<file path="config.mk">
export PLATFORM = sky130hd
export DESIGN_NAME = instr_fetch_flat
export DESIGN_NICKNAME = d
export VERILOG_FILES = /design/src/rtl/cpu_pkg.sv /design/src/rtl/instr_fetch_if.sv /design/src/rtl/instr_fetch.sv /design/src/flat_wrapper.sv
export SDC_FILE = /design/constraint.sdc
export NUM_CORES = 1
export LEC_CHECK = 0
export ABC_AREA = 1
export BUFFER_PORTS_ARGS = -buffer_cell sky130_fd_sc_hd__buf_4
export CAP_MARGIN = 15
export CORE_MARGIN = 10
export CORE_UTILIZATION = 45
export CTS_BUF_LIST = sky130_fd_sc_hd__clkbuf_4 sky130_fd_sc_hd__clkbuf_8 sky130_fd_sc_hd__clkbuf_16
export DETAILED_ROUTE_END_ITERATION = 8
export MAX_ROUTING_LAYER = met4
export PLACE_DENSITY = 0.79
export SETUP_SLACK_MARGIN = 0.4
export SLEW_MARGIN = 20
export SYNTH_ARGS = -nofsm -noshare
export SYNTH_HDL_FRONTEND = slang
export SYNTH_SLANG_ARGS = --single-unit
</file>
<file path="constraint.sdc">
create_clock -name clk -period 1.6 [get_ports clk]
set_input_delay 0.24 -clock clk [delete_from_list [all_inputs] [get_ports clk]]
set_output_delay 0.24 -clock clk [all_outputs]
set_load 0.02 [all_outputs]
</file>
<file path="src/rtl/cpu_pkg.sv">
// Shared CPU definitions: opcode constants, instruction field positions
// and the fetch-unit state encoding.
package cpu_pkg;

   localparam logic [3:0] OP_MOV  = 4'b0001;
   localparam logic [3:0] OP_ADD  = 4'b0010;
   localparam logic [3:0] OP_SUB  = 4'b0011;
   localparam logic [3:0] OP_AND  = 4'b0100;
   localparam logic [3:0] OP_OR   = 4'b0101;
   localparam logic [3:0] OP_XOR  = 4'b0110;
   localparam logic [3:0] OP_NOT  = 4'b0111;
   localparam logic [3:0] OP_SHL  = 4'b1000;
   localparam logic [3:0] OP_SHR  = 4'b1001;
   localparam logic [3:0] OP_LT   = 4'b1010;
   localparam logic [3:0] OP_EQ   = 4'b1011;
   localparam logic [3:0] OP_MVI  = 4'b1100;
   localparam logic [3:0] OP_HALT = 4'b1111;

   localparam int unsigned OPC_HI = 15;
   localparam int unsigned OPC_LO = 12;
   localparam int unsigned DST_HI = 11;
   localparam int unsigned DST_LO = 6;
   localparam int unsigned SRC_HI = 5;
   localparam int unsigned SRC_LO = 0;

   typedef enum logic [2:0] {
      S_IDLE,
      S_REQ,
      S_WAIT,
      S_ISSUE,
      S_HALT
   } fetch_state_t;

endpackage

</file>
<file path="src/rtl/instr_fetch_if.sv">
// Fetch-unit bus: ROM read port plus the instruction handshake towards the CU.
interface instr_fetch_if #(
   parameter int unsigned PC_W = 8
);
   logic [PC_W-1:0] rom_address;
   logic            rom_read_enable;
   logic [15:0]     rom_data;
   logic [3:0]      opcode;
   logic [5:0]      dest;
   logic [5:0]      src;
   logic            instr_valid;
   logic            instr_ready;
   logic            jump_en;
   logic [PC_W-1:0] jump_addr;

   modport master (
      output rom_address, rom_read_enable, opcode, dest, src, instr_valid,
      input  rom_data, instr_ready, jump_en, jump_addr
   );

   modport slave (
      input  rom_address, rom_read_enable, opcode, dest, src, instr_valid,
      output rom_data, instr_ready, jump_en, jump_addr
   );
endinterface

</file>
<file path="src/rtl/instr_fetch.sv">
// Instruction fetch unit: reads one ROM word per instruction, holds it until
// the CU accepts it, then advances or redirects the pc; HALT_OP stops fetching.
module instr_fetch
   import cpu_pkg::*;
#(
   parameter int unsigned PC_W    = 8,
   parameter logic [3:0]  HALT_OP = OP_HALT
) (
   input  logic            clk,
   input  logic            rst,
   input  logic            start,
   instr_fetch_if.master   bus,
   output logic [PC_W-1:0] pc,
   output logic            halted,
   output logic            busy
);

   fetch_state_t    state, state_n;
   logic [PC_W-1:0] pc_n;
   logic [15:0]     instr;

   always_ff @(posedge clk) begin
      if (rst) begin
         state <= S_IDLE;
         pc    <= '0;
         instr <= '0;
      end else begin
         state <= state_n;
         pc    <= pc_n;
         // ROM word is valid the cycle after the strobe, i.e. while in WAIT
         if (state == S_WAIT) instr <= bus.rom_data;
      end
   end

   always_comb begin
      state_n             = state;
      pc_n                = pc;
      bus.rom_read_enable = 1'b0;
      bus.instr_valid     = 1'b0;
      halted              = 1'b0;
      busy                = 1'b1;
      case (state)
         S_IDLE: begin
            busy = 1'b0;
            if (start) state_n = S_REQ;
         end
         S_REQ: begin
            bus.rom_read_enable = 1'b1;
            state_n             = S_WAIT;
         end
         S_WAIT: state_n = S_ISSUE;
         S_ISSUE: begin
            bus.instr_valid = 1'b1;
            if (bus.instr_ready) begin
               if (instr[OPC_HI:OPC_LO] == HALT_OP) begin
                  state_n = S_HALT;
               end else begin
                  state_n = S_REQ;
                  pc_n    = bus.jump_en ? bus.jump_addr : pc + 1'b1;
               end
            end
         end
         S_HALT: begin
            busy   = 1'b0;
            halted = 1'b1;
         end
         default: state_n = S_IDLE;
      endcase
   end

   assign bus.rom_address = pc;
   assign bus.opcode      = instr[OPC_HI:OPC_LO];
   assign bus.dest        = instr[DST_HI:DST_LO];
   assign bus.src         = instr[SRC_HI:SRC_LO];

endmodule

</file>
<file path="src/flat_wrapper.sv">
// flat-port wrapper written by rule: the top's interface ports become plain ports
module instr_fetch_flat import cpu_pkg::*;
#(
   parameter int unsigned PC_W    = 8,
   parameter logic [3:0]  HALT_OP = OP_HALT
)
  (clk, rst, start, pc, halted, busy, bus_rom_address, bus_rom_read_enable, bus_opcode, bus_dest, bus_src, bus_instr_valid, bus_rom_data, bus_instr_ready, bus_jump_en, bus_jump_addr);
  instr_fetch_if #(.PC_W(PC_W)) bus_i ();
  input  logic clk;
  input  logic rst;
  input  logic start;
  output logic [PC_W-1:0] pc;
  output logic halted;
  output logic busy;
  output wire logic [$bits(bus_i.rom_address)-1:0] bus_rom_address;
  output wire logic [$bits(bus_i.rom_read_enable)-1:0] bus_rom_read_enable;
  output wire logic [$bits(bus_i.opcode)-1:0] bus_opcode;
  output wire logic [$bits(bus_i.dest)-1:0] bus_dest;
  output wire logic [$bits(bus_i.src)-1:0] bus_src;
  output wire logic [$bits(bus_i.instr_valid)-1:0] bus_instr_valid;
  input wire logic [$bits(bus_i.rom_data)-1:0] bus_rom_data;
  input wire logic [$bits(bus_i.instr_ready)-1:0] bus_instr_ready;
  input wire logic [$bits(bus_i.jump_en)-1:0] bus_jump_en;
  input wire logic [$bits(bus_i.jump_addr)-1:0] bus_jump_addr;
  assign bus_rom_address = bus_i.rom_address;
  assign bus_rom_read_enable = bus_i.rom_read_enable;
  assign bus_opcode = bus_i.opcode;
  assign bus_dest = bus_i.dest;
  assign bus_src = bus_i.src;
  assign bus_instr_valid = bus_i.instr_valid;
  assign bus_i.rom_data = bus_rom_data;
  assign bus_i.instr_ready = bus_instr_ready;
  assign bus_i.jump_en = bus_jump_en;
  assign bus_i.jump_addr = bus_jump_addr;
  instr_fetch #(.PC_W(PC_W), .HALT_OP(HALT_OP)) u_core (.clk(clk), .rst(rst), .start(start), .bus(bus_i), .pc(pc), .halted(halted), .busy(busy));
endmodule
</file>
==> results of run 1 <==
-- flip-flops by register name (all words and copies together) (netlist names) --
name / cells
u_core.state: 3
u_core.instr: 16
u_core.bus.rom_address: 8
-- through the flow --
stage	cells	total power, uW	worst slack (ns)
after floorplan	191	1048	0.4158
after global placement	273	1242	0.3795
after detailed placement	273	1248	0.3456
after CTS	285	1563	0.2858
after global routing	292	1695	0.2542
final	292	1611	0.2923
-- cells in the final DEF (no fill, tap or decap), drive strengths merged, types with 3 or more instances in the layout --
cell type	instances
buf	78
nor2	55
nand2	34
dfxtp	27
o21ai	21
nand3	12
inv	12
a21oi	11
clkbuf	3
-- worst min-delay path by stage --
stage                                        startpoint  depth (start not counted)                                      to
after global placement    u_core.instr[10]$_SDFFE_PP0P_                          2           u_core.instr[10]$_SDFFE_PP0P_
final                                               rst                          2  u_core.bus.rom_address[6]$_SDFFE_PP0P_
after global routing                                rst                          2  u_core.bus.rom_address[0]$_SDFFE_PP0P_
after CTS                                           rst                          2  u_core.bus.rom_address[6]$_SDFFE_PP0P_
after floorplan                         bus_rom_data[0]                          2            u_core.instr[0]$_SDFFE_PP0P_
after detailed placement                            rst                          2  u_core.bus.rom_address[1]$_SDFFE_PP0P_
-- metal layers --
metal  wire [um]  vias up
met3         460        6
met4          58        0
met5           0        -
li1            -      742
met1        1673      629
met2        1916       73
-- critical path, cell delays in order, from the launching register on --
cell and delay, ns:
sky130_fd_sc_hd__dfxtp_2 0.37, sky130_fd_sc_hd__inv_2 0.08, sky130_fd_sc_hd__nand2_4 0.07, sky130_fd_sc_hd__nor2_4 0.10, sky130_fd_sc_hd__buf_6 0.13
-- report_power, final --
group	internal, uW	switching [uW]
Combinational	235	296
Clock	93.5	204
Sequential	735	47.8
-- cells in the mapped netlist --
master                     number
sky130_fd_sc_hd__dfxtp_1       27
sky130_fd_sc_hd__nand4_1        1
sky130_fd_sc_hd__buf_2          1
sky130_fd_sc_hd__clkbuf_1       4
sky130_fd_sc_hd__nor2_1        54
sky130_fd_sc_hd__nand2_1       34
sky130_fd_sc_hd__nor2_4         1
sky130_fd_sc_hd__o21ai_0       20
sky130_fd_sc_hd__o21ai_1        1
sky130_fd_sc_hd__nand3_1        9
sky130_fd_sc_hd__ha_1           1
sky130_fd_sc_hd__o21bai_1       1
sky130_fd_sc_hd__nand3_2        1
sky130_fd_sc_hd__clkinv_1       1
sky130_fd_sc_hd__inv_1         11
sky130_fd_sc_hd__inv_2          2
sky130_fd_sc_hd__a21oi_1       11
sky130_fd_sc_hd__buf_4          9
sky130_fd_sc_hd__a31oi_1        1
sky130_fd_sc_hd__nand3_4        1
-- cell type report --
type | count | area, um^2 | share of cell area, %
timing repair buffer | 78 | 608.1 | 30.02
sequential | 27 | 563.0 | 27.79
clock inverter | 1 | 5.005 | 0.2471
clock buffer | 3 | 22.52 | 1.112
inverter | 14 | 63.81 | 3.150
multi-input combinational | 137 | 716.9 | 35.39
tap | 31 | 38.79 | 1.915
timing repair inverter | 1 | 7.507 | 0.3706
-- kinds of logic after synthesis --
kind of cell,share of synthesized area (%)
simple gates,32.65
compound gates,13.51
fa+ha+maj,0.9717
buf+inv,10.88
flops,41.98
-- repair_timing --
action                     CTS  global route
pin swaps                    3             7
gates resized for setup     15            38
setup endpoints to repair   16            32
gates cloned                 1             1
setup buffers                7             6
==> report_table.html, run 1 <==
<table>
<tr><th>Metric</th><th>Value</th></tr>
<tr><th colspan="2">Run status</th></tr>
<tr><td>Run status</td><td>completed</td></tr>
<tr><th colspan="2">Worst setup path</th></tr>
<tr><td>Crit end category</td><td>output port</td></tr>
<tr><td>Number of cells on the worst reg-to-reg path</td><td>8</td></tr>
<tr><td>Critical path data arrival time</td><td>1.07 ns</td></tr>
<tr><td>FF-to-FF setup slack</td><td>0.35 ns</td></tr>
<tr><td>Required time at the endpoint of the critical path</td><td>1.36 ns</td></tr>
<tr><td>Element type at the critical path start</td><td>flop</td></tr>
<tr><td>Worst-path fanout max</td><td>3</td></tr>
<tr><td>Worst Setup SP</td><td>u_core.state[1]$_SDFFE_PP0P_</td></tr>
<tr><td>Worst reg2reg path endpoint</td><td>u_core.state[2]$_SDFFE_PP0P_</td></tr>
<tr><td>Critical R2R Launch</td><td>u_core.state[0]$_SDFFE_PP0P_</td></tr>
<tr><td>Critical path class</td><td>reg2out</td></tr>
<tr><td>CP Capture Point</td><td>halted</td></tr>
<tr><th colspan="2">Floorplanning</th></tr>
<tr><td>Chip width</td><td>73.49 um</td></tr>
<tr><td>Top-Level Pins</td><td>65</td></tr>
<tr><td>Die outline height</td><td>73.49 um</td></tr>
<tr><td>Initial standard-cell utilization of the core</td><td>46.69%</td></tr>
<tr><td>Die Footprint</td><td>5401 um^2</td></tr>
<tr><td>Standard-cell rows</td><td>19</td></tr>
<tr><td>Core Footprint</td><td>2758 um^2</td></tr>
<tr><th colspan="2">Global route</th></tr>
<tr><td>Busiest grt layer</td><td>met2</td></tr>
<tr><td>Number of antenna violations at the first check in global routing</td><td>0</td></tr>
<tr><td>Global routing met1 resource utilization</td><td>15.51%</td></tr>
<tr><td>Via count of the first global-routing pass</td><td>1,322</td></tr>
<tr><td>First-pass GRT wire length</td><td>5982 um</td></tr>
<tr><td>GRT met2 Usage</td><td>21.78%</td></tr>
<tr><td>GRT Overall Usage</td><td>13.66%</td></tr>
<tr><td>Aggregate global routing overflow</td><td>0</td></tr>
<tr><td>Met3 global-route usage</td><td>6.595%</td></tr>
<tr><td>Largest net degree at the start of global routing</td><td>21</td></tr>
<tr><th colspan="2">Place</th></tr>
<tr><td>IO buf count</td><td>64</td></tr>
<tr><td>Routability-driven placement congestion ratio</td><td>0.9459</td></tr>
<tr><td>Estimated wirelength of the detail-placed design</td><td>2725 um</td></tr>
<tr><td>Standard cell area after detailed placement</td><td>1734 um^2</td></tr>
<tr><th colspan="2">STA</th></tr>
<tr><td>Final Hold Fails</td><td>0</td></tr>
<tr><td>Worst hold slack after final layout</td><td>0.1181 ns</td></tr>
<tr><td>Slew of the pin with the lowest slew margin</td><td>0.5199 ns</td></tr>
<tr><td>Setup violators final</td><td>0</td></tr>
<tr><td>Share of the cycle needed by the critical path after routing</td><td>81.73%</td></tr>
<tr><td>Clock period minus worst slack</td><td>1.308 ns</td></tr>
<tr><td>Final setup TNS</td><td>0 ns</td></tr>
<tr><td>Final Max Tran Viols</td><td>0</td></tr>
<tr><td>RSZ-0062 raised after global routing</td><td>yes</td></tr>
<tr><td>Slew margin rel.</td><td>65.30%</td></tr>
<tr><td>Worst Clk Skew</td><td>0.003974 ns</td></tr>
<tr><td>Fmax</td><td>0.7647 GHz</td></tr>
<tr><th colspan="2">Finish</th></tr>
<tr><td>Final-layout fill cell count</td><td>229</td></tr>
<tr><td>Final design area excluding fillers</td><td>2026 um^2</td></tr>
<tr><td>Antenna Cells</td><td>0</td></tr>
<tr><td>Layout Utilization</td><td>73.46%</td></tr>
<tr><td>Share of final-layout standard cells stronger than drive strength 1</td><td>46.74%</td></tr>
<tr><td>Area growth from synthesis to layout</td><td>57.34%</td></tr>
<tr><td>Net count reported at finish</td><td>292</td></tr>
<tr><th colspan="2">Power and ir drop</th></tr>
<tr><td>IR drop worst, VDD</td><td>0.0007020 V</td></tr>
<tr><td>Power density over the cells</td><td>795.3 nW/um^2</td></tr>
<tr><td>Reported leakage power</td><td>0.0009110 uW</td></tr>
<tr><th colspan="2">Clock network</th></tr>
<tr><td>Master cell of the clock root buffer</td><td>sky130_fd_sc_hd__clkbuf_4</td></tr>
<tr><td>CTS tree</td><td>done</td></tr>
<tr><td>Total clock buffers created by CTS</td><td>3</td></tr>
<tr><td>Number of buffers on the longest clock path</td><td>2</td></tr>
<tr><td>Number of clock sinks seen by CTS</td><td>27</td></tr>
<tr><td>Count of hold buffers inserted by post-cts repair</td><td>0</td></tr>
<tr><td>Insertion delay of the later-clocked pin in the worst-skew pair</td><td>0.32 ns</td></tr>
<tr><td>H-tree depth</td><td>1</td></tr>
<tr><td>Clock-pin slew reported for the worst setup and hold paths after clock tree synthesis</td><td>0.15 ns</td></tr>
<tr><th colspan="2">Routing</th></tr>
<tr><td>Drt wl/cell</td><td>14.07 um</td></tr>
<tr><td>Residual DRC</td><td>0</td></tr>
<tr><td>Vias per cell</td><td>4.966</td></tr>
<tr><td>Final wirelength</td><td>4109 um</td></tr>
<tr><td>Initial drt markers</td><td>120</td></tr>
<tr><td>Number of nets still failing antenna checks after routing</td><td>0</td></tr>
<tr><td>Via count</td><td>1,450</td></tr>
<tr><td>Number of iterations in the first detailed-routing pass</td><td>4</td></tr>
<tr><th colspan="2">Logic synthesis</th></tr>
<tr><td>Post-synthesis register bit count</td><td>27</td></tr>
<tr><td>Area of the mapped netlist</td><td>1287 um^2</td></tr>
<tr><td>Gate count after technology mapping</td><td>191</td></tr>
<tr><td>Post-synth top area share</td><td>41.98%</td></tr>
<tr><td>Synth Area per Inst</td><td>6.741 um^2</td></tr>
<tr><td>Synth cell types</td><td>20</td></tr>
<tr><td>Net count after synthesis</td><td>221</td></tr>
<tr><td>Synth area leader</td><td>sky130_fd_sc_hd__dfxtp_1</td></tr>
<tr><td>Yosys warnings</td><td>0</td></tr>
<tr><td>Cell types occupying the most area after synthesis</td><td>sky130_fd_sc_hd__dfxtp_1, sky130_fd_sc_hd__nor2_1, sky130_fd_sc_hd__nand2_1</td></tr>
<tr><td>Seq/Total Area, Yosys</td><td>41.98%</td></tr>
<tr><th colspan="2">Worst hold path</th></tr>
<tr><td>Class of the tightest hold or removal check</td><td>in2reg</td></tr>
<tr><th colspan="2">Job</th></tr>
<tr><td>Max cap viols</td><td>0</td></tr>
</table>
Note: power is estimated with default switching activity, not from simulation.
==> run 2: changes to the inputs <==
- ABC_AREA: 1 -> 0
- CORE_UTILIZATION: 45 -> 44
- PLACE_DENSITY: 0.79 -> 0.78
- clock period: 1.6 -> 1.33 ns (I/O delays scaled with it)
==> report_table.html, run 2 <==
<table>
<tr><th>Metric</th><th>Value</th></tr>
<tr><th colspan="2">Run status</th></tr>
<tr><td>Run status</td><td>complete, but fails checks</td></tr>
<tr><td>Failing checks</td><td>setup timing</td></tr>
<tr><th colspan="2">Clock network</th></tr>
<tr><td>Count of hold buffers inserted by post-cts repair</td><td>0</td></tr>
<tr><td>Number of clock sinks seen by CTS</td><td>27</td></tr>
<tr><td>Clock-pin slew reported for the worst setup and hold paths after clock tree synthesis</td><td>0.15 ns</td></tr>
<tr><td>Master cell of the clock root buffer</td><td>sky130_fd_sc_hd__clkbuf_4</td></tr>
<tr><td>CTS tree</td><td>done</td></tr>
<tr><td>Total clock buffers created by CTS</td><td>3</td></tr>
<tr><td>Insertion delay of the later-clocked pin in the worst-skew pair</td><td>0.33 ns</td></tr>
<tr><td>Number of buffers on the longest clock path</td><td>2</td></tr>
<tr><td>H-tree depth</td><td>1</td></tr>
<tr><th colspan="2">Worst setup path</th></tr>
<tr><td>FF-to-FF setup slack</td><td>-0.06 ns</td></tr>
<tr><td>Number of cells on the worst reg-to-reg path</td><td>5</td></tr>
<tr><td>CP Capture Point</td><td>u_core.bus.rom_address[6]$_SDFFE_PP0P_</td></tr>
<tr><td>List of cells traversed by the critical path</td><td>ha_4 -&gt; nand4_1 -&gt; o41ai_2 -&gt; nand2_1 -&gt; a21oi_1</td></tr>
<tr><td>Critical path data arrival time</td><td>1.65 ns</td></tr>
<tr><td>Critical R2R Launch</td><td>u_core.bus.rom_address[1]$_SDFFE_PP0P_</td></tr>
<tr><td>Crit end category</td><td>flop</td></tr>
<tr><td>Worst reg2reg path endpoint</td><td>u_core.bus.rom_address[6]$_SDFFE_PP0P_</td></tr>
<tr><td>Largest incremental delay on the critical path</td><td>0.45 ns</td></tr>
<tr><td>Critical-path top delay cell</td><td>sky130_fd_sc_hd__dfxtp_4</td></tr>
<tr><td>Critical path class</td><td>reg2reg</td></tr>
<tr><td>Required time at the endpoint of the critical path</td><td>1.60 ns</td></tr>
<tr><td>Worst Setup SP</td><td>u_core.bus.rom_address[1]$_SDFFE_PP0P_</td></tr>
<tr><td>Element type at the critical path start</td><td>flop</td></tr>
<tr><td>Worst-path fanout max</td><td>7</td></tr>
<tr><th colspan="2">Logic synthesis</th></tr>
<tr><td>Synth cell types</td><td>37</td></tr>
<tr><td>Seq/Total Area, Yosys</td><td>42.15%</td></tr>
<tr><td>Synth Area per Inst</td><td>7.820 um^2</td></tr>
<tr><td>Post-synthesis register bit count</td><td>27</td></tr>
<tr><td>Top-count cell post-synth</td><td>sky130_fd_sc_hd__nand2_1</td></tr>
<tr><td>Net count after synthesis</td><td>194</td></tr>
<tr><td>Commonest cells in the synthesized netlist</td><td>sky130_fd_sc_hd__nand2_1, sky130_fd_sc_hd__dfxtp_1, sky130_fd_sc_hd__a21oi_1, sky130_fd_sc_hd__nor2_1, sky130_fd_sc_hd__buf_4</td></tr>
<tr><td>Yosys warnings</td><td>0</td></tr>
<tr><td>Gate count after technology mapping</td><td>164</td></tr>
<tr><td>Count of flip-flops with a built-in enable after synthesis</td><td>0</td></tr>
<tr><td>Post-synth top area share</td><td>42.15%</td></tr>
<tr><td>Fraction of synthesis flops using an asynchronous set or reset pin</td><td>0%</td></tr>
<tr><td>Synth area leader</td><td>sky130_fd_sc_hd__dfxtp_1</td></tr>
<tr><td>Cell types occupying the most area after synthesis</td><td>sky130_fd_sc_hd__dfxtp_1, sky130_fd_sc_hd__nand2_1, sky130_fd_sc_hd__a21oi_1</td></tr>
<tr><td>Ys flop type</td><td>sky130_fd_sc_hd__dfxtp_1</td></tr>
<tr><td>Area of the mapped netlist</td><td>1282 um^2</td></tr>
<tr><th colspan="2">Finish</th></tr>
<tr><td>Antenna Cells</td><td>0</td></tr>
<tr><td>Share of final-layout standard cells stronger than drive strength 1</td><td>69.96%</td></tr>
<tr><td>Largest register by flop count</td><td>u_core.instr</td></tr>
<tr><td>Final-layout fill cell count</td><td>130</td></tr>
<tr><td>Largest register FFs</td><td>16</td></tr>
<tr><td>Final design area excluding fillers</td><td>2419 um^2</td></tr>
<tr><td>Commonest non-fill, non-tap cell in the layout</td><td>sky130_fd_sc_hd__buf_6</td></tr>
<tr><td>Area growth from synthesis to layout</td><td>88.59%</td></tr>
<tr><td>Net count reported at finish</td><td>274</td></tr>
<tr><td>Most frequent cells in the layout</td><td>sky130_fd_sc_hd__buf_6, sky130_fd_sc_hd__buf_4, sky130_fd_sc_hd__nand2_1</td></tr>
<tr><th colspan="2">Place</th></tr>
<tr><td>Standard cell area after detailed placement</td><td>1774 um^2</td></tr>
<tr><td>IO buf count</td><td>64</td></tr>
<tr><td>Estimated wirelength of the detail-placed design</td><td>2905 um</td></tr>
<tr><td>Routability-driven placement congestion ratio</td><td>0.7697</td></tr>
<tr><th colspan="2">Power and ir drop</th></tr>
<tr><td>Reported leakage power</td><td>0.001044 uW</td></tr>
<tr><td>Power density over the cells</td><td>738.9 nW/um^2</td></tr>
<tr><td>IR drop worst, VDD</td><td>0.0009385 V</td></tr>
<tr><th colspan="2">Routing</th></tr>
<tr><td>Vias per cell</td><td>5.504</td></tr>
<tr><td>Drt wl/cell</td><td>18.38 um</td></tr>
<tr><td>Number of iterations in the first detailed-routing pass</td><td>4</td></tr>
<tr><td>Final wirelength</td><td>5035 um</td></tr>
<tr><td>Via count</td><td>1,508</td></tr>
<tr><td>Initial drt markers</td><td>101</td></tr>
<tr><td>Number of nets still failing antenna checks after routing</td><td>0</td></tr>
<tr><td>Residual DRC</td><td>0</td></tr>
<tr><th colspan="2">STA</th></tr>
<tr><td>Slew margin rel.</td><td>75.00%</td></tr>
<tr><td>Final worst-path setup slack</td><td>-0.05827 ns</td></tr>
<tr><td>RSZ-0062 raised after global routing</td><td>yes</td></tr>
<tr><td>Clock period minus worst slack</td><td>1.388 ns</td></tr>
<tr><td>Worst Clk Skew</td><td>0.008281 ns</td></tr>
<tr><td>Fmax</td><td>0.7203 GHz</td></tr>
<tr><td>Final Max Tran Viols</td><td>0</td></tr>
<tr><td>Final setup TNS</td><td>-0.08135 ns</td></tr>
<tr><td>Slew of the pin with the lowest slew margin</td><td>0.3750 ns</td></tr>
<tr><td>Final Hold Fails</td><td>0</td></tr>
<tr><td>Setup violators final</td><td>3</td></tr>
<tr><td>Share of the cycle needed by the critical path after routing</td><td>104.4%</td></tr>
<tr><th colspan="2">Floorplanning</th></tr>
<tr><td>Standard-cell rows</td><td>19</td></tr>
<tr><td>Top-Level Pins</td><td>65</td></tr>
<tr><td>Initial standard-cell utilization of the core</td><td>46.11%</td></tr>
<tr><td>Core Footprint</td><td>2781 um^2</td></tr>
<tr><td>Die outline height</td><td>73.99 um</td></tr>
<tr><td>Chip width</td><td>73.99 um</td></tr>
<tr><td>Die Footprint</td><td>5475 um^2</td></tr>
<tr><th colspan="2">Worst hold path</th></tr>
<tr><td>Class of the tightest hold or removal check</td><td>in2reg</td></tr>
<tr><td>Worst Min Path Start</td><td>bus_rom_data[8]</td></tr>
<tr><th colspan="2">Global route</th></tr>
<tr><td>Aggregate global routing overflow</td><td>0</td></tr>
<tr><td>Via count of the first global-routing pass</td><td>1,520</td></tr>
<tr><td>Number of antenna violations at the first check in global routing</td><td>0</td></tr>
<tr><td>First-pass GRT wire length</td><td>6906 um</td></tr>
<tr><td>Largest net degree at the start of global routing</td><td>29</td></tr>
<tr><td>GRT Overall Usage</td><td>15.86%</td></tr>
<tr><th colspan="2">Job</th></tr>
<tr><td>Max cap viols</td><td>0</td></tr>
</table>
-- run 2: cell types whose count changed after synthesis, sizes merged, moves of 3 or more --
cell,change
a21oi,+10
o21ai,-15
nand2b,+3
buf,+4
nor2,-43
inv,-10
nand2,+9
nand3,-8
-- run 2: kinds of logic (layout without fill, tap and decap cells) --
kind of cell / count (synthesis) / after routing / share of synthesized area (%)
compound gates: 39 / 39 / 17.86
flops: 27 / 27 / 42.15
fa+ha+maj: 1 / 1 / 0.9755
mux: 2 / 2 / 1.561
buf+inv: 20 / 99 / 8.780
simple gates: 75 / 75 / 28.68
-- run 2: area by class of cell --
type                    count  area, um^2  area share [%]
multi-input cells         117       838.3           34.66
well taps                  31       38.79           1.604
clock buffers               3       22.52          0.9312
clock inverters             1       6.256          0.2587
inverters                   3       11.26          0.4656
repair buffers             92       889.6           36.78
flip-flops and latches     27       611.8           25.30
-- run 2: how the worst min path moves through the flow --
stage	to	slack [ns]	cells past startpoint
final	u_core.instr[8]$_SDFFE_PP0P_	0.08	3
after global routing	u_core.instr[9]$_SDFFE_PP0P_	0.06	3
after global placement	u_core.instr[14]$_SDFFE_PP0P_	0.44	3
after CTS	u_core.instr[8]$_SDFFE_PP0P_	0.08	3
after detailed placement	u_core.instr[2]$_SDFFE_PP0P_	0.45	2
after floorplan	u_core.instr[12]$_SDFFE_PP0P_	0.33	2
-- run 2: per-stage QoR --
| stage | total power, uW | worst slack [ns] | util (%) | cells | hold WS [ns] |
|---|---|---|---|---|---|
| after floorplan | 1110 | 0.1401 | - | 164 | 0.3251 |
| after global placement | 1254 | 0.1353 | 63.79 | 244 | 0.4424 |
| after detailed placement | 1269 | 0.01221 | 63.79 | 244 | 0.4476 |
| after CTS | 1715 | -0.01138 | 76.29 | 259 | 0.07943 |
| after global routing | 1878 | -0.1542 | 86.95 | 274 | 0.06186 |
| final | 1787 | -0.05827 | 86.95 | 274 | 0.08352 |
-- run 2: routing by layer --
layer	track usage, %	part of all wire (%)	wire length, um
met5	-	0	0
met4	5.797	1.8	89
met3	5.053	7.8	392
met2	26.33	49	2490
met1	17.36	41	2063
-- run 2: critical path: cells and delay by family (launching register included) --
| family | cells | cell delay [ns] |
|---|---|---|
| flip-flops | 1 | 0.45 |
| AO/OA/AOI/OAI | 2 | 0.44 |
| AND/OR/NAND/NOR | 2 | 0.26 |
| adder cells (fa/ha/maj) | 1 | 0.17 |
-- run 2: what timing repair did --
action | in CTS | in global routing
pin swaps | 13 | 20
setup buffers | 10 | 15
endpoints found under the setup margin | 62 | 63
gates cloned | 1 | 0
gates resized for setup | 77 | 47
-- run 2: where the power goes --
| part | switching (uW) | internal, uW |
|---|---|---|
| Combinational | 260 | 265 |
| Clock | 254 | 118 |
| Sequential | 52.8 | 838 |
==> run 3: changes to the inputs <==
- SETUP_SLACK_MARGIN: 0.4 -> default
- clock period: 1.33 -> 1.4 ns (I/O delays scaled with it)
==> report_table.html, run 3 (same netlist as run 2, synthesis figures left out) <==
<table>
<tr><th>Metric</th><th>Value</th></tr>
<tr><th colspan="2">Routing</th></tr>
<tr><td>Initial drt markers</td><td>116</td></tr>
<tr><td>Final wirelength</td><td>3721 um</td></tr>
<tr><td>Via count</td><td>1,315</td></tr>
<tr><td>Residual DRC</td><td>0</td></tr>
<tr><td>Number of iterations in the first detailed-routing pass</td><td>4</td></tr>
<tr><td>Vias per cell</td><td>5.239</td></tr>
<tr><td>Drt wl/cell</td><td>14.82 um</td></tr>
<tr><td>Number of nets still failing antenna checks after routing</td><td>0</td></tr>
<tr><th colspan="2">Finish</th></tr>
<tr><td>Final cell count without fillers</td><td>251</td></tr>
<tr><td>Largest register FFs</td><td>16</td></tr>
<tr><td>Largest register by flop count</td><td>u_core.instr</td></tr>
<tr><td>Final-layout fill cell count</td><td>256</td></tr>
<tr><td>Share of final-layout standard cells stronger than drive strength 1</td><td>39.55%</td></tr>
<tr><td>Antenna Cells</td><td>0</td></tr>
<tr><td>Most frequent cells in the layout</td><td>sky130_fd_sc_hd__buf_4, sky130_fd_sc_hd__nand2_1, sky130_fd_sc_hd__dfxtp_1</td></tr>
<tr><td>Area growth from synthesis to layout</td><td>41.27%</td></tr>
<tr><td>Net count reported at finish</td><td>251</td></tr>
<tr><td>Layout Utilization</td><td>65.14%</td></tr>
<tr><td>Commonest non-fill, non-tap cell in the layout</td><td>sky130_fd_sc_hd__buf_4</td></tr>
<tr><th colspan="2">Global route</th></tr>
<tr><td>Via count of the first global-routing pass</td><td>1,309</td></tr>
<tr><td>First-pass GRT wire length</td><td>5968 um</td></tr>
<tr><td>Number of antenna violations at the first check in global routing</td><td>0</td></tr>
<tr><td>Aggregate global routing overflow</td><td>0</td></tr>
<tr><td>GRT Overall Usage</td><td>13.50%</td></tr>
<tr><td>Largest net degree at the start of global routing</td><td>29</td></tr>
<tr><th colspan="2">Worst setup path</th></tr>
<tr><td>Required time at the endpoint of the critical path</td><td>1.19 ns</td></tr>
<tr><td>Crit end category</td><td>output port</td></tr>
<tr><td>FF-to-FF setup slack</td><td>0.07 ns</td></tr>
<tr><td>Number of cells on the worst reg-to-reg path</td><td>4</td></tr>
<tr><td>Critical path class</td><td>reg2out</td></tr>
<tr><td>Critical path data arrival time</td><td>1.16 ns</td></tr>
<tr><td>Element type at the critical path start</td><td>flop</td></tr>
<tr><td>Worst-path fanout max</td><td>8</td></tr>
<tr><td>Worst Setup SP</td><td>u_core.state[1]$_SDFFE_PP0P_</td></tr>
<tr><td>CP Capture Point</td><td>halted</td></tr>
<tr><td>Worst reg2reg path endpoint</td><td>u_core.bus.rom_address[4]$_SDFFE_PP0P_</td></tr>
<tr><td>Critical R2R Launch</td><td>u_core.instr[14]$_SDFFE_PP0P_</td></tr>
<tr><th colspan="2">Clock network</th></tr>
<tr><td>Number of clock sinks seen by CTS</td><td>27</td></tr>
<tr><td>Count of hold buffers inserted by post-cts repair</td><td>0</td></tr>
<tr><td>Insertion delay of the later-clocked pin in the worst-skew pair</td><td>0.33 ns</td></tr>
<tr><td>Number of buffers on the longest clock path</td><td>2</td></tr>
<tr><td>CTS tree</td><td>done</td></tr>
<tr><td>Clock-pin slew reported for the worst setup and hold paths after clock tree synthesis</td><td>0.16 ns</td></tr>
<tr><td>H-tree depth</td><td>1</td></tr>
<tr><td>Master cell of the clock root buffer</td><td>sky130_fd_sc_hd__clkbuf_4</td></tr>
<tr><td>Total clock buffers created by CTS</td><td>3</td></tr>
<tr><th colspan="2">STA</th></tr>
<tr><td>Slew of the pin with the lowest slew margin</td><td>0.5288 ns</td></tr>
<tr><td>Final worst-path setup slack</td><td>0.02662 ns</td></tr>
<tr><td>RSZ-0062 raised after global routing</td><td>yes</td></tr>
<tr><td>Fmax</td><td>0.7281 GHz</td></tr>
<tr><td>Clock period minus worst slack</td><td>1.373 ns</td></tr>
<tr><td>Final Hold Fails</td><td>0</td></tr>
<tr><td>Share of the cycle needed by the critical path after routing</td><td>98.10%</td></tr>
<tr><td>Worst Clk Skew</td><td>0.01902 ns</td></tr>
<tr><td>Final Max Tran Viols</td><td>0</td></tr>
<tr><td>Slew margin rel.</td><td>64.66%</td></tr>
<tr><td>Final setup TNS</td><td>0 ns</td></tr>
<tr><td>Setup violators final</td><td>0</td></tr>
<tr><td>Worst hold slack after final layout</td><td>0.1017 ns</td></tr>
<tr><th colspan="2">Floorplanning</th></tr>
<tr><td>Die outline height</td><td>73.99 um</td></tr>
<tr><td>Standard-cell rows</td><td>19</td></tr>
<tr><td>Initial standard-cell utilization of the core</td><td>46.11%</td></tr>
<tr><td>Die Footprint</td><td>5475 um^2</td></tr>
<tr><td>Chip width</td><td>73.99 um</td></tr>
<tr><td>Top-Level Pins</td><td>65</td></tr>
<tr><td>Core Footprint</td><td>2781 um^2</td></tr>
<tr><th colspan="2">Power and ir drop</th></tr>
<tr><td>Share of power burned in combinational logic</td><td>23.9%</td></tr>
<tr><td>Power share of the sequential group</td><td>53.9%</td></tr>
<tr><td>Internal power of the cells</td><td>1097 uW</td></tr>
<tr><td>Portion of total power attributed to the clock network</td><td>22.1%</td></tr>
<tr><td>Fraction of power spent switching nets</td><td>29.71%</td></tr>
<tr><td>Power density over the cells</td><td>861.6 nW/um^2</td></tr>
<tr><td>IR drop worst, VDD</td><td>0.0006787 V</td></tr>
<tr><td>Reported leakage power</td><td>0.0008028 uW</td></tr>
<tr><td>Switching component of the power</td><td>463.8 uW</td></tr>
<tr><th colspan="2">Run status</th></tr>
<tr><td>Run status</td><td>completed</td></tr>
<tr><th colspan="2">Place</th></tr>
<tr><td>Setup slack after placement</td><td>0.04953 ns</td></tr>
<tr><td>Routability-driven placement congestion ratio</td><td>0.8155</td></tr>
<tr><td>Cell Count Post-Placement</td><td>246</td></tr>
<tr><td>IO buf count</td><td>64</td></tr>
<tr><td>Estimated wirelength of the detail-placed design</td><td>2949 um</td></tr>
<tr><th colspan="2">Worst hold path</th></tr>
<tr><td>Class of the tightest hold or removal check</td><td>in2reg</td></tr>
<tr><td>Worst Min Path Start</td><td>bus_rom_data[4]</td></tr>
<tr><th colspan="2">Job</th></tr>
<tr><td>Max cap viols</td><td>0</td></tr>
</table>
run 3: changes by cell type in the layout (fill, tap and decap cells not counted), sizes merged:
| cell | delta |
|---|---|
| buf | -23 |
| clkinvlp | +1 |
| inv | -1 |
run 3: how the worst min path moves through the flow:
| stage | end | slack, ns | cells past startpoint |
|---|---|---|---|
| after floorplan | u_core.instr[10]$_SDFFE_PP0P_ | 0.35 | 2 |
| after global placement | u_core.instr[10]$_SDFFE_PP0P_ | 0.44 | 2 |
| after detailed placement | u_core.instr[4]$_SDFFE_PP0P_ | 0.45 | 2 |
| after CTS | u_core.instr[9]$_SDFFE_PP0P_ | 0.10 | 3 |
| after global routing | u_core.instr[4]$_SDFFE_PP0P_ | 0.10 | 3 |
| final | u_core.instr[4]$_SDFFE_PP0P_ | 0.10 | 3 |
run 3: layer usage:
metal	GRT usage [%]	part of all wire, %
met1	15.54	43
met2	21.31	46
met3	5.053	10
met4	4.141	1.1
met5	-	0
run 3: repair_timing:
action | 4_1_cts | 5_1_grt
endpoints found under the hold margin | 0 | 0
resized for setup | 8 | 4
pin swaps | 0 | 1
setup endpoints to repair | 4 | 8
cloned | 0 | 0
setup buffers | 1 | 0
run 3: power groups by stage:
stage / Sequential [uW] / Clock, uW / Combinational [uW]
final: 842 / 345 / 374
after global routing: 849 / 386 / 409
after CTS: 843 / 352 / 379
after detailed placement: 857 / 0 / 364
after global placement: 854 / 0 / 354
after floorplan: 891 / 0 / 156
run 3: cell type report:
cell class	count	area, um^2	area share [%]
tap	31	38.79	2.141
multi-input combinational	117	644.4	35.57
clock buffer	3	22.52	1.243
timing repair buffer	69	538.0	29.70
clock inverter	1	7.507	0.4144
sequential	27	549.3	30.32
inverter	3	11.26	0.6215
run 3: through the flow:
step | power, uW | area [um^2]
after global routing | 1644 | 1812
after floorplan | 1047 | 1282
after global placement | 1208 | 1743
final | 1561 | 1812
after detailed placement | 1220 | 1743
after CTS | 1573 | 1805
run 3: critical path, stage by stage, from the launching register on:
cell                      delay, ns
sky130_fd_sc_hd__dfxtp_2       0.35
sky130_fd_sc_hd__buf_6         0.13
sky130_fd_sc_hd__nor2_4        0.09
sky130_fd_sc_hd__and2_4        0.16
sky130_fd_sc_hd__buf_6         0.12
